--- config.mk ---
export PLATFORM = sky130hd
export DESIGN_NAME = mem_port_arbiter
export DESIGN_NICKNAME = d
export VERILOG_FILES = /design/src/rtl/mem_port_arbiter.sv
export SDC_FILE = /design/constraint.sdc
export NUM_CORES = 1
export LEC_CHECK = 0
export ABC_CLOCK_PERIOD_IN_PS = 1600
export CAP_MARGIN = 20
export CORE_ASPECT_RATIO = 0.75
export CORE_MARGIN = 4
export CORE_UTILIZATION = 19
export CTS_CLUSTER_SIZE = 20
export DETAILED_ROUTE_END_ITERATION = 8
export PLACE_DENSITY_LB_ADDON = 0.2
export SYNTH_ARGS = -nofsm -noshare
export SYNTH_HDL_FRONTEND = slang
export SYNTH_SLANG_ARGS = --single-unit
--- constraint.sdc ---
create_clock -name clk -period 1.6 [get_ports clk]
set_clock_uncertainty 0.2 [all_clocks]
set_input_delay 0.16 -clock clk [delete_from_list [all_inputs] [get_ports clk]]
set_output_delay 0.16 -clock clk [all_outputs]
set_load 0.05 [all_outputs]
--- src/rtl/mem_port_arbiter.sv ---
// Single-port memory arbiter shared by instruction fetch and the MEM stage.
// Data wins by default; a starvation counter forces IF through periodically.
module mem_port_arbiter #(
    parameter int AW         = 10,
    parameter int DW         = 32,
    parameter int MEM_LAT    = 1,
    parameter int STARVE_MAX = 4
) (
    input  logic          clk,
    input  logic          rst,
    input  logic          if_req,
    input  logic [AW-1:0] if_addr,
    output logic          if_gnt,
    output logic          if_rvalid,
    output logic [DW-1:0] if_rdata,
    input  logic          d_req,
    input  logic          d_we,
    input  logic [AW-1:0] d_addr,
    input  logic [DW-1:0] d_wdata,
    output logic          d_gnt,
    output logic          d_rvalid,
    output logic [DW-1:0] d_rdata,
    input  logic          flush,
    output logic          mem_en,
    output logic          mem_we,
    output logic [AW-1:0] mem_addr,
    output logic [DW-1:0] mem_wdata,
    input  logic [DW-1:0] mem_rdata,
    output logic [3:0]    starve_cnt
);

    localparam logic [3:0] SMAX = 4'(STARVE_MAX);

    logic [3:0]         cnt_q;
    logic [3:0]         cnt_d;
    logic               if_win;
    logic               load_vld;
    logic [MEM_LAT-1:0] vld_q;
    logic [MEM_LAT-1:0] own_q;
    logic [MEM_LAT-1:0] vld_live;
    logic               last_vld;
    logic               last_own;

    // IF only beats a competing data request once it has starved long enough
    always_comb begin
        if_win = if_req & (~d_req | (cnt_q == SMAX));
    end

    assign if_gnt = if_win;
    assign d_gnt  = d_req & ~if_win;
    assign mem_en = if_gnt | d_gnt;
    assign mem_we = d_gnt & d_we;

    always_comb begin
        mem_addr  = '0;
        mem_wdata = '0;
        if (d_gnt) begin
            mem_addr = d_addr;
            if (d_we) begin
                mem_wdata = d_wdata;
            end
        end else if (if_gnt) begin
            mem_addr = if_addr;
        end
    end

    always_comb begin
        cnt_d = '0;
        if (if_req && !if_gnt) begin
            cnt_d = (cnt_q == SMAX) ? cnt_q : cnt_q + 4'd1;
        end
    end

    always_ff @(posedge clk) begin
        if (rst) begin
            cnt_q <= '0;
        end else begin
            cnt_q <= cnt_d;
        end
    end

    assign starve_cnt = cnt_q;

    // Return tracking: own=1 marks an IF entry; flush kills those in place
    always_comb begin
        load_vld = mem_en & ~mem_we & ~(if_gnt & flush);
        vld_live = flush ? (vld_q & ~own_q) : vld_q;
    end

    always_ff @(posedge clk) begin
        if (rst) begin
            vld_q <= '0;
            own_q <= '0;
        end else begin
            vld_q[0] <= load_vld;
            own_q[0] <= if_gnt;
            for (int i = 1; i < MEM_LAT; i++) begin
                vld_q[i] <= vld_live[i-1];
                own_q[i] <= own_q[i-1];
            end
        end
    end

    assign last_vld = vld_q[MEM_LAT-1];
    assign last_own = own_q[MEM_LAT-1];

    // A flush in the delivery cycle still suppresses the IF response
    assign if_rvalid = last_vld & last_own & ~flush;
    assign d_rvalid  = last_vld & ~last_own;
    assign if_rdata  = if_rvalid ? mem_rdata : '0;
    assign d_rdata   = d_rvalid ? mem_rdata : '0;

endmodule

==> qor.csv <==
metric;value;unit
endpoints failing setup;116;
Max clock buf depth;2;
final worst path period need;1950;ps
CTS H-tree depth;1;
Critical Setup Path Class;flop to primary output;
violated checks;setup timing;
Mapped Cells;172;
first-pass GRT wire length;14600;um
worst-case reg-to-reg path depth;8;
drt pass-1 iters;4;
design area;5170;um2
die height;75.0;um
num ports;206;
WL per Instance;20.7;um
Synthesized Nets;264;
Sequential cell area;133;um2
status;complete, but fails checks;
ys flop type;dfxtp_1;
fin crit share;122;%
CTS Sinks;6;
total number of vias;2152;
synthesis-to-finish area growth;355;%
Routability Congestion;0.760;
Netlist cell types;24;
RR Startpoint;starve_cnt[1];
Final Max Tran Viols;0;
global route overflow;0;
DIE WIDTH;97.3;um
Crit Path Max Fanout;7;
sequential area share after synthesis;10.6;%
fraction of layout instances using a drive strength above 1;70.5;%
Synth Register Bits;6;
Clock transition at path regs;50;ps
number of vias per cell;4.46;
vias in the first global route;2471;
pre-CTS setup slack;-234;ps
Rows;24;
Port Buffers;205;
footprint of the multi-input gates;1290;um2
power per cell area;332;nW/um2
Starting Density;19.6;%
Core Area;5800;um2
synth top area cells;and2_1 (48%), dfxtp_1 (11%), and2_4 (6.9%);
CP endpoint kind;primary output;
leakage;2.20;nW
hold wc startpoint;flush;
EDFF count, synth;0;
syn avg cell area;6.61;um2
maximum vdd ir drop;0.269;mV
Worst EP arrival;1590;ps
number of max-cap violations;0;
Fillers;246;
most common cell after layout, fill and taps aside;buf_12;
startpoint class of the critical path;flop;
R2R Setup Slk;-240;ps
Area after DPL;4630;um2
Die ar.;7300;um2
largest net degree at the start of global routing;18;
fmax;514;MHz
ANT nets after route;0;
setup ws final;-346;ps
worst setup path start;starve_cnt[1];
cell taking the most area after synthesis;and2_1;
CTS Hold Buffers Added;0;
asr flop ratio synth;0;%
Slew headroom;83.0;%
post-synth top area share;47.9;%
TNS Setup;-22420;ps
Post-Syn Area;1140;um2
Hold Path Class;input port to flop;
CTS tree;built;
Worst-Margin Slew;254;ps
Critical Path RT;1240;ps
DRC viols;0;
final hold vios;0;
Detail Placement HPWL;7070;um
antenna violations before repair;1;
unrepaired setup endpoints after global routing;yes;
Yosys warnings;0;
RR Endpoint;starve_cnt[2];
Starting DRT DRC Count;42;
nets@finish;497;
most frequent cells in the layout;buf_12 (112), and2_4 (96), clkdlybuf4s50_1 (88);
Worst Hold Path Cells;3;
routed wire length;10000;um
GRT Util Overall;26.2;%
clock buffer count from CTS;3;
worst skew pair latency;240;ps
root buf cell;clkbuf_8;
Hold Path End;last_vld;
[worst max-delay path by stage]
| stage | endpoint | slack (ps) | depth (start not counted) |
|---|---|---|---|
| 2_1_floorplan | if_gnt | -260 | 6 |
| 3_3_place_gp | mem_wdata[1] | -200 | 6 |
| 3_5_place_dp | if_gnt | -230 | 6 |
| 4_1_cts | if_gnt | -350 | 7 |
| 5_1_grt | mem_wdata[2] | -380 | 7 |
| 6_report | if_gnt | -350 | 7 |
[logic make-up after synthesis]
group | synth area share (%)
compound gates | 6.27
flops | 10.6
simple gates | 68.4
buf+inv | 11.0
fa+ha+maj | 2.20
xor+xnor | 1.54
[critical path, stage by stage, from the launching register on]
cell,delay (ps)
dfxtp_4,340
inv_2,40
ha_4,150
and3b_4,200
o21ai_4,200
buf_12,180
clkinvlp_4,80
buf_6,150
[metrics by stage]
stage | hold WS (ps) | power, mW | std cells | utilization (%)
2_1_floorplan | 26.7 | 0.686 | 172 | -
3_3_place_gp | 339 | 1.32 | 461 | 79.8
3_5_place_dp | 352 | 1.34 | 461 | 79.8
4_1_cts | 241 | 1.68 | 479 | 88.7
5_1_grt | 275 | 1.78 | 483 | 89.2
6_report | 283 | 1.72 | 483 | 89.2
[power by group]
part / switching [mW] / internal (mW) / total [mW]
clock: 0.0893 / 0.173 / 0.263
combinational: 0.615 / 0.682 / 1.30
sequential: 0.00319 / 0.152 / 0.155
[layer usage]
layer,vias to the layer above,global-route usage [%],wire length [um]
li1,993,-,-
met1,1024,27.1,3490
met5,-,0,0
met4,0,7.68,216
met3,12,7.69,705
met2,123,52.6,5590
[sequential cells by signal, summed over array words and instances, names as in the netlist]
| register | count |
|---|---|
| last_own | 1 |
| starve_cnt | 4 |
| last_vld | 1 |
[layout make-up]
type                            instances  share of cell area [%]
Antenna cell                            1                  0.0484
Inverter                               14                    1.09
Sequential cell                         6                    2.56
Multi-Input combinational cell        140                    25.0
Clock buffer                            4                   0.871
Tap cell                               78                    1.89
Timing Repair Buffer                  240                    68.5
[timing repair]
action / 4_1_cts / 5_1_grt
setup endpoints to repair: 113 / 115
pin swaps: 67 / 7
buffers inserted: 9 / 8
cloned: 5 / 1
resized for setup: 105 / 13
[cells in the mapped netlist (2+ instances only)]
library cell  instances
ha_1                  2
inv_1                14
and2_1               87
nor2_1                6
o21ai_0              10
dfxtp_1               6
nand3_1              12
buf_2                 4
and2_4                9
clkbuf_1              5
buf_6                 3
nand2_1               2
No activity file was read; power rests on OpenSTA's default activity.
